### src/rtl/uart_transceiver.sv
// uart_transceiver
//   Single-clock UART with an independent transmitter and receiver.
//   Framing: one start bit (0), DATA_BITS data bits LSB first, one stop bit (1).
//   Every bit lasts CLKS_PER_BIT clock cycles; there is no baud generator or FIFO.
//
// Ports
//   clk      system clock, rising edge
//   rst      synchronous active-high reset
//   tx_data  byte to transmit, captured when a frame starts
//   tx_send  level-sensitive transmit request; held high gives back-to-back frames
//   tx_sent  one-cycle pulse in the last cycle of each stop bit
//   tx       registered serial output, idle high
//   rx       asynchronous serial input
//   rx_data  last correctly framed byte
//   rx_recv  one-cycle strobe, rx_data valid in the same cycle
module uart_transceiver #(
    parameter int unsigned DATA_BITS    = 8,
    parameter int unsigned CLKS_PER_BIT = 4
) (
    input  logic                 clk,
    input  logic                 rst,
    input  logic [DATA_BITS-1:0] tx_data,
    input  logic                 tx_send,
    output logic                 tx_sent,
    output logic                 tx,
    input  logic                 rx,
    output logic [DATA_BITS-1:0] rx_data,
    output logic                 rx_recv
);

    localparam int unsigned CntW = (CLKS_PER_BIT > 1) ? $clog2(CLKS_PER_BIT) : 1;
    localparam int unsigned IdxW = (DATA_BITS > 1) ? $clog2(DATA_BITS) : 1;

    localparam logic [CntW-1:0] CntLast = CntW'(CLKS_PER_BIT - 1);
    localparam logic [CntW-1:0] CntMid  = CntW'(CLKS_PER_BIT / 2 - 1);
    localparam logic [IdxW-1:0] IdxLast = IdxW'(DATA_BITS - 1);

    // ------------------------------------------------------------------
    // Transmitter
    // ------------------------------------------------------------------
    typedef enum logic [1:0] {TxIdle, TxStart, TxData, TxStop} tx_state_e;

    tx_state_e              tx_state_q, tx_state_d;
    logic [CntW-1:0]        tx_cnt_q, tx_cnt_d;
    logic [IdxW-1:0]        tx_idx_q, tx_idx_d;
    logic [DATA_BITS-1:0]   tx_shift_q, tx_shift_d;
    logic                   tx_q, tx_d;

    always_ff @(posedge clk) begin
        if (rst) begin
            tx_state_q <= TxIdle;
            tx_cnt_q   <= '0;
            tx_idx_q   <= '0;
            tx_shift_q <= '0;
            tx_q       <= 1'b1;
        end else begin
            tx_state_q <= tx_state_d;
            tx_cnt_q   <= tx_cnt_d;
            tx_idx_q   <= tx_idx_d;
            tx_shift_q <= tx_shift_d;
            tx_q       <= tx_d;
        end
    end

    // tx_d is the line level for the cycle after this edge, so every
    // transition loads the level of the bit being entered.
    always_comb begin
        tx_state_d = tx_state_q;
        tx_cnt_d   = tx_cnt_q;
        tx_idx_d   = tx_idx_q;
        tx_shift_d = tx_shift_q;
        tx_d       = tx_q;
        tx_sent    = 1'b0;

        unique case (tx_state_q)
            TxIdle: begin
                tx_d = 1'b1;
                if (tx_send) begin
                    tx_state_d = TxStart;
                    tx_cnt_d   = '0;
                    tx_shift_d = tx_data;
                    tx_d       = 1'b0;
                end
            end
            TxStart: begin
                if (tx_cnt_q == CntLast) begin
                    tx_state_d = TxData;
                    tx_cnt_d   = '0;
                    tx_idx_d   = '0;
                    tx_d       = tx_shift_q[0];
                end else begin
                    tx_cnt_d = tx_cnt_q + 1'b1;
                end
            end
            TxData: begin
                if (tx_cnt_q == CntLast) begin
                    tx_cnt_d = '0;
                    if (tx_idx_q == IdxLast) begin
                        tx_state_d = TxStop;
                        tx_d       = 1'b1;
                    end else begin
                        tx_idx_d   = tx_idx_q + 1'b1;
                        tx_shift_d = tx_shift_q >> 1;
                        tx_d       = tx_shift_q[1];
                    end
                end else begin
                    tx_cnt_d = tx_cnt_q + 1'b1;
                end
            end
            TxStop: begin
                tx_d = 1'b1;
                if (tx_cnt_q == CntLast) begin
                    tx_sent  = 1'b1;
                    tx_cnt_d = '0;
                    // No idle gap: a pending request starts the next frame here.
                    if (tx_send) begin
                        tx_state_d = TxStart;
                        tx_shift_d = tx_data;
                        tx_d       = 1'b0;
                    end else begin
                        tx_state_d = TxIdle;
                    end
                end else begin
                    tx_cnt_d = tx_cnt_q + 1'b1;
                end
            end
            default: begin
                tx_state_d = TxIdle;
                tx_d       = 1'b1;
            end
        endcase
    end

    assign tx = tx_q;

    // ------------------------------------------------------------------
    // Receiver
    // ------------------------------------------------------------------
    typedef enum logic [2:0] {RxIdle, RxStart, RxData, RxStop, RxWait} rx_state_e;

    rx_state_e              rx_state_q, rx_state_d;
    logic [CntW-1:0]        rx_cnt_q, rx_cnt_d;
    logic [IdxW-1:0]        rx_idx_q, rx_idx_d;
    logic [DATA_BITS-1:0]   rx_shift_q, rx_shift_d;
    logic [DATA_BITS-1:0]   rx_data_q, rx_data_d;
    logic                   rx_recv_q, rx_recv_d;
    logic                   rx_meta_q, rx_meta_d;
    logic                   rx_sync_q, rx_sync_d;

    always_ff @(posedge clk) begin
        if (rst) begin
            rx_state_q <= RxIdle;
            rx_cnt_q   <= '0;
            rx_idx_q   <= '0;
            rx_shift_q <= '0;
            rx_data_q  <= '0;
            rx_recv_q  <= 1'b0;
            rx_meta_q  <= 1'b1;
            rx_sync_q  <= 1'b1;
        end else begin
            rx_state_q <= rx_state_d;
            rx_cnt_q   <= rx_cnt_d;
            rx_idx_q   <= rx_idx_d;
            rx_shift_q <= rx_shift_d;
            rx_data_q  <= rx_data_d;
            rx_recv_q  <= rx_recv_d;
            rx_meta_q  <= rx_meta_d;
            rx_sync_q  <= rx_sync_d;
        end
    end

    always_comb begin
        rx_state_d = rx_state_q;
        rx_cnt_d   = rx_cnt_q;
        rx_idx_d   = rx_idx_q;
        rx_shift_d = rx_shift_q;
        rx_data_d  = rx_data_q;
        rx_recv_d  = 1'b0;
        rx_meta_d  = rx;
        rx_sync_d  = rx_meta_q;

        unique case (rx_state_q)
            RxIdle: begin
                if (!rx_sync_q) begin
                    rx_state_d = RxStart;
                    rx_cnt_d   = '0;
                end
            end
            RxStart: begin
                // Mid-bit recheck rejects glitches shorter than half a bit.
                if (rx_cnt_q == CntMid) begin
                    rx_cnt_d = '0;
                    rx_idx_d = '0;
                    rx_state_d = rx_sync_q ? RxIdle : RxData;
                end else begin
                    rx_cnt_d = rx_cnt_q + 1'b1;
                end
            end
            RxData: begin
                // Counter was restarted at mid start bit, so wrap points are mid-bit.
                if (rx_cnt_q == CntLast) begin
                    rx_cnt_d   = '0;
                    rx_shift_d = {rx_sync_q, rx_shift_q[DATA_BITS-1:1]};
                    if (rx_idx_q == IdxLast) begin
                        rx_state_d = RxStop;
                    end else begin
                        rx_idx_d = rx_idx_q + 1'b1;
                    end
                end else begin
                    rx_cnt_d = rx_cnt_q + 1'b1;
                end
            end
            RxStop: begin
                if (rx_cnt_q == CntLast) begin
                    rx_cnt_d = '0;
                    if (rx_sync_q) begin
                        // Leave at mid stop bit to gain margin on back-to-back frames.
                        rx_data_d  = rx_shift_q;
                        rx_recv_d  = 1'b1;
                        rx_state_d = RxIdle;
                    end else begin
                        rx_state_d = RxWait;
                    end
                end else begin
                    rx_cnt_d = rx_cnt_q + 1'b1;
                end
            end
            RxWait: begin
                // Framing error: hold off until the line returns to idle.
                if (rx_sync_q) begin
                    rx_state_d = RxIdle;
                end
            end
            default: begin
                rx_state_d = RxIdle;
            end
        endcase
    end

    assign rx_data = rx_data_q;
    assign rx_recv = rx_recv_q;

endmodule

### config.mk
export PLATFORM = sky130hd
export DESIGN_NAME = uart_transceiver
export DESIGN_NICKNAME = d
export VERILOG_FILES = /design/src/rtl/uart_transceiver.sv
export SDC_FILE = /design/constraint.sdc
export NUM_CORES = 1
export LEC_CHECK = 0
export ABC_CLOCK_PERIOD_IN_PS = 4540
export CORE_ASPECT_RATIO = 0.7
export CORE_MARGIN = 4
export CORE_UTILIZATION = 60
export CTS_CLUSTER_DIAMETER = 30
export DETAILED_ROUTE_END_ITERATION = 8
export GPL_ROUTABILITY_DRIVEN = 0
export PLACE_DENSITY = 0.82
export REMOVE_ABC_BUFFERS = 1
export SLEW_MARGIN = 30
export SYNTH_ARGS = -nofsm -noshare
export SYNTH_HDL_FRONTEND = slang
export SYNTH_SLANG_ARGS = --single-unit
### constraint.sdc
create_clock -name clk -period 4.54 [get_ports clk]
set_input_delay 1.135 -clock clk [delete_from_list [all_inputs] [get_ports clk]]
set_output_delay 1.135 -clock clk [all_outputs]
set_load 0.01 [all_outputs]
Word level (Yosys, flattened, before mapping)
Index checks and enable logic that the tools add are counted.
{"block": "word_totals", "reg_bits": 43, "latchBits": 0, "ram_bits": 0, "rom_bits": 0, "input_bits": 12, "elab_cells": 107, "mem_count": 0}
{"block": "classes", "addsub": 4, "n_mul": 0, "div": 0, "magnitude_cmp": 0, "n_eq_ne": 25, "shifts": 0, "n_mux": 45, "bitwise": 2, "reduce_logical": 18}
{"operator": "3-bit 2-to-1 mux", "count": 13}
{"operator": "8-bit 2-to-1 mux", "count": 4}
{"operator": "2-bit inequality test (second input constant)", "count": 13}
{"operator": "8-bit one-hot mux with 3 select lines", "count": 1}
{"operator": "2-bit 2-to-1 mux", "count": 11}
{"operator": "3-bit one-hot mux with 5 select lines", "count": 1}
{"operator": "3-bit one-hot mux with 2 select lines", "count": 2}
{"operator": "4-bit AND reduction", "count": 3}
{"operator": "3-bit == test (second input constant)", "count": 3}
{"operator": "1-bit 2-to-1 mux", "count": 9}
{"operator": "2-bit == test (second input constant)", "count": 4}
{"operator": "2-bit one-hot mux with 4 select lines", "count": 1}
{"operator": "3-bit by 1-bit adder with 3-bit output (second input constant)", "count": 2}
{"operator": "3-bit by 2-bit == test with 1-bit output (second input constant)", "count": 2}
{"operator": "2-bit one-hot mux with 3 select lines", "count": 1}
{"operator": "2-bit AND reduction", "count": 3}
{"operator": "6-bit AND reduction", "count": 1}
{"operator": "3-bit nonzero test", "count": 2}
{"operator": "3-bit OR reduction", "count": 2}
{"operator": "5-bit AND reduction", "count": 1}
{"operator": "2-bit by 1-bit adder with 2-bit output (second input constant)", "count": 2}
{"operator": "2-bit by 1-bit == test with 1-bit output (second input constant)", "count": 2}
{"operator": "1-bit one-hot mux with 4 select lines", "count": 1}
{"operator": "2-bit one-hot mux with 2 select lines", "count": 1}
{"operator": "7 further kinds", "count": 9}

Logic depth before layout (Yosys ltp)
{"block": "depth", "depth_word": 4, "depth_mapped": 8, "mapped_depth_nobuf": 6}

Worst setup path before layout
Ideal clock, no wire load.
{"block": "synth_timing", "path_kind": "flip-flop to output port", "start": "reg tx_cnt_q[0]", "end": "out tx_sent", "arrival_ns": 0.985, "slack_ns": 2.420, "path_stages_with_launch": 4, "n_path_buf": 1, "path_cell_list": "dfxtp_1 > ha_1 > clkbuf_1 > and2_1"}
{"block": "synth_between", "elab_chain_len": 3}
{"item": "start: declaration", "line": "44", "rtl": "logic [CntW-1:0] tx_cnt_q, tx_cnt_d;"}
{"item": "start signal: assignment", "line": "58", "rtl": "tx_cnt_q <= tx_cnt_d;"}
{"item": "2-bit == test", "line": "112", "rtl": "if (tx_cnt_q == CntLast) begin"}
{"item": "1-bit 2-to-1 mux", "line": "112"}
{"item": "1-bit 2-to-1 mux", "line": "75", "rtl": "unique case (tx_state_q)"}
{"item": "end: declaration", "line": "24", "rtl": "output logic tx_sent,"}
No other way between the ends.

Final worst setup path
Same ends and word-level chain as after synthesis.

==> impl_metrics.yaml <==
power_and_ir_drop:
  peakVddDrop_mv: 0.282
  power_density_mw_per_mm2: 406
  p_leak_nw: 0.936
floorplan:
  core-area_mm2: 0.00325
  die_area_mm2: 0.00455
  initial_core_util: 0.650
  die_width_um: 79.0
  die_h_um: 57.7
  pin_count: 23
  rows: 17
synthesis:
  yosysWarnings: 0
  synth_cells: 239
  synthMuxAreaShare: 0.0953
  synth_area_leaders: "dfxtp_1 41%, mux2i_1 9.0%, ha_1 8.9%"
  synth_fa_ha_area_frac: 0.0888
  yosys.area_share.simple: 0.215
  ys_ff_latch: 43
  ys.flop_type: "dfxtp_1"
  async_flop_share: 0
  synth_top_area_share: 0.407
  syn_area_per_cell_um2: 8.85
  synth-xor-area-share: 0.00414
  netlist_top_cells_count: "43 x dfxtp_1, 28 x a21oi_1, 24 x nand2_1"
  synth-compound-area-share: 0.141
  ys_seq_area_frac: 0.407
  yosysMostFrequentCell: "dfxtp_1"
  ys_types: 41
  syn_area_mm2: 0.00211
  synth_area_leader_cell: "dfxtp_1"
  synth_top_family_by_area: "simple AND/OR/NAND/NOR gates"
  synth-edff-count: 0
global_route:
  antenna_found_initial: 0
  grtUsageTotal: 0.177
  grt_pass1_vias: 1480
  use_met2: 0.274
  grt_busiest_layer: "met2"
  grt_max_degree: 24
  use_met1: 0.238
  use_met3: 0.0435
  grt_pass1_wl_um: 6480
  grt_overflow: 0
sta:
  fmax_mhz: 343
  timing.hold.ws_ns: 0.432
  period_share: 0.641
  hold_viol_final: 0
  skew_ns: 0.00718
  drv_slew: 0
  period_minus_slack_ns: 2.91
  tns_ns: 0
  relSlewSlack: 0.424
  tightestPinTransition_ns: 0.861
  setup_viol_count_final: 0
  rsz0062_at_grt: "false"
setup_path:
  r2r-start: "tx_state_q[0]"
  worstPathArrival_ns: 1.78
  end_kind: "output pin"
  rr_endpoint: "tx_shift_q[7]"
  worstSetupPathType: "reg2out"
  worstPathMaxFanout: 12
  worstSetupStartpointType: "flip-flop"
  critPathRequiredTime_ns: 3.40
  rr_worst_depth: 6
  regToRegSetupSlack_ns: 2.16
hold_path:
  hold_end: "rx_sync_q"
  min_path_cells: 1
  hp-class: "reg2reg"
  worstHoldStart: "rx_meta_q"
clock_tree:
  postCtsSetupBuffers: 0
  root_buffer: "clkbuf_8"
  cts_made_buffers: 5
  cts_resized: 0
  clk_latency_ns: 0.29
  clkTransAtPathRegs_ns: 0.08
  cts_tree: "yes"
  cts_sinks: 43
  h-tree-depth: 2
  cts_buffer_depth: 2
  hold_buffers: 0
route:
  drc_errors: 0
  wirelength_um: 3820
  drtAntennaViolNets: 0
  via_count: 1667
  first_pass_iters: 4
  via_per_inst: 5.54
  drt_iter0_drc: 118
  routedWlPerCell_um: 12.7
layout:
  diodes: 0
  drive_above_1_share: 0.0512
  finalNetCount: 281
  area_delta_synth_final_pct: 13.9
outcome:
  status: "complete, no violations"
placed_design:
  hpwl_um: 2620
  io_buffers: 22
flow_run:
  drv_cap: 0
[worst max-delay path by stage]
| stage | cells past startpoint | slack, ns | from | end |
|---|---|---|---|---|
| after floorplan | 4 | 2.43 | tx_send | tx_shift_q[7] |
| after CTS | 3 | 1.63 | tx_cnt_q[0] | tx_sent |
| after global placement | 5 | 1.73 | tx_send | tx_shift_q[7] |
| after detailed placement | 3 | 1.69 | rst | rx_sync_q |
| final | 3 | 1.63 | tx_cnt_q[0] | tx_sent |
| after global routing | 3 | 1.53 | tx_cnt_q[0] | tx_sent |
[metrics by stage]
stage,utilization,worst slack [ns],power [mW],std cells,cell area [µm²]
detailed placement,0.713,1.69,0.740,294,2320
floorplan,-,2.43,0.662,224,2030
CTS,0.740,1.63,0.982,301,2410
global route,0.740,1.53,1.04,301,2410
global placement,0.713,1.73,0.736,294,2320
finish,0.740,1.63,0.979,301,2410
[flip-flops by register name, indices dropped and copies added (netlist names)]
register    count
tx_shift_q      8
rx_cnt_q        2
rx_recv         1
tx_cnt_q        2
rx_meta_q       1
rx_state_q      3
tx              1
rx_shift_q      8
tx_idx_q        3
rx_sync_q       1
rx_idx_q        3
tx_state_q      2
rx_data         8
[critical path, stage by stage (launching register included)]
cell	delay (ns)
dfxtp_1	0.36
ha_1	0.42
and2_1	0.18
clkdlybuf4s50_1	0.53
[logic make-up after synthesis]
group,count (synthesis)
AOI/OAI and AO/OA,51
xor gates and xnor gates,1
adders and majority gates,15
buffers and inverters,21
DFF,43
muxes,20
and+or+nand+nor,88
[layout by cell type, fill, tap and decap left out, types with 2 or more instances in the layout]
master / instances
mux2i_1: 19
nor3b_1: 3
inv_1: 6
nor3_1: 3
clkbuf_8: 6
and2_1: 4
clkdlybuf4s50_1: 22
nand3b_1: 3
ha_1: 15
or3_1: 7
nand2b_1: 4
or2_2: 2
a21oi_1: 28
nand2_1: 24
o21ai_0: 11
nor2_1: 23
nand4_1: 3
nor2b_1: 6
dfxtp_1: 43
[where the power goes]
part           switching [mW]  leakage, nW  total [mW]  internal (mW)
clock                   0.122       0.0470       0.241          0.119
combinational           0.162        0.540       0.290          0.128
sequential             0.0325        0.349       0.447          0.414
total                   0.316        0.936       0.979          0.662
[layout make-up]
class / instances / area (µm²)
tap: 47 / 58.8
fill: 249 / 846
multi-input combinational: 175 / 1150
sequential: 43 / 861
inverter: 6 / 22.5
clock buffer: 6 / 82.6
clock inverter: 1 / 5.00
timing repair buffer: 23 / 228
[layer usage]
layer	vias to the layer above	wire, µm
met1	775	1910
met3	2	187
li1	857	-
met5	-	0
met4	0	24
met2	33	1690
No activity file was read; power rests on OpenSTA's default activity.
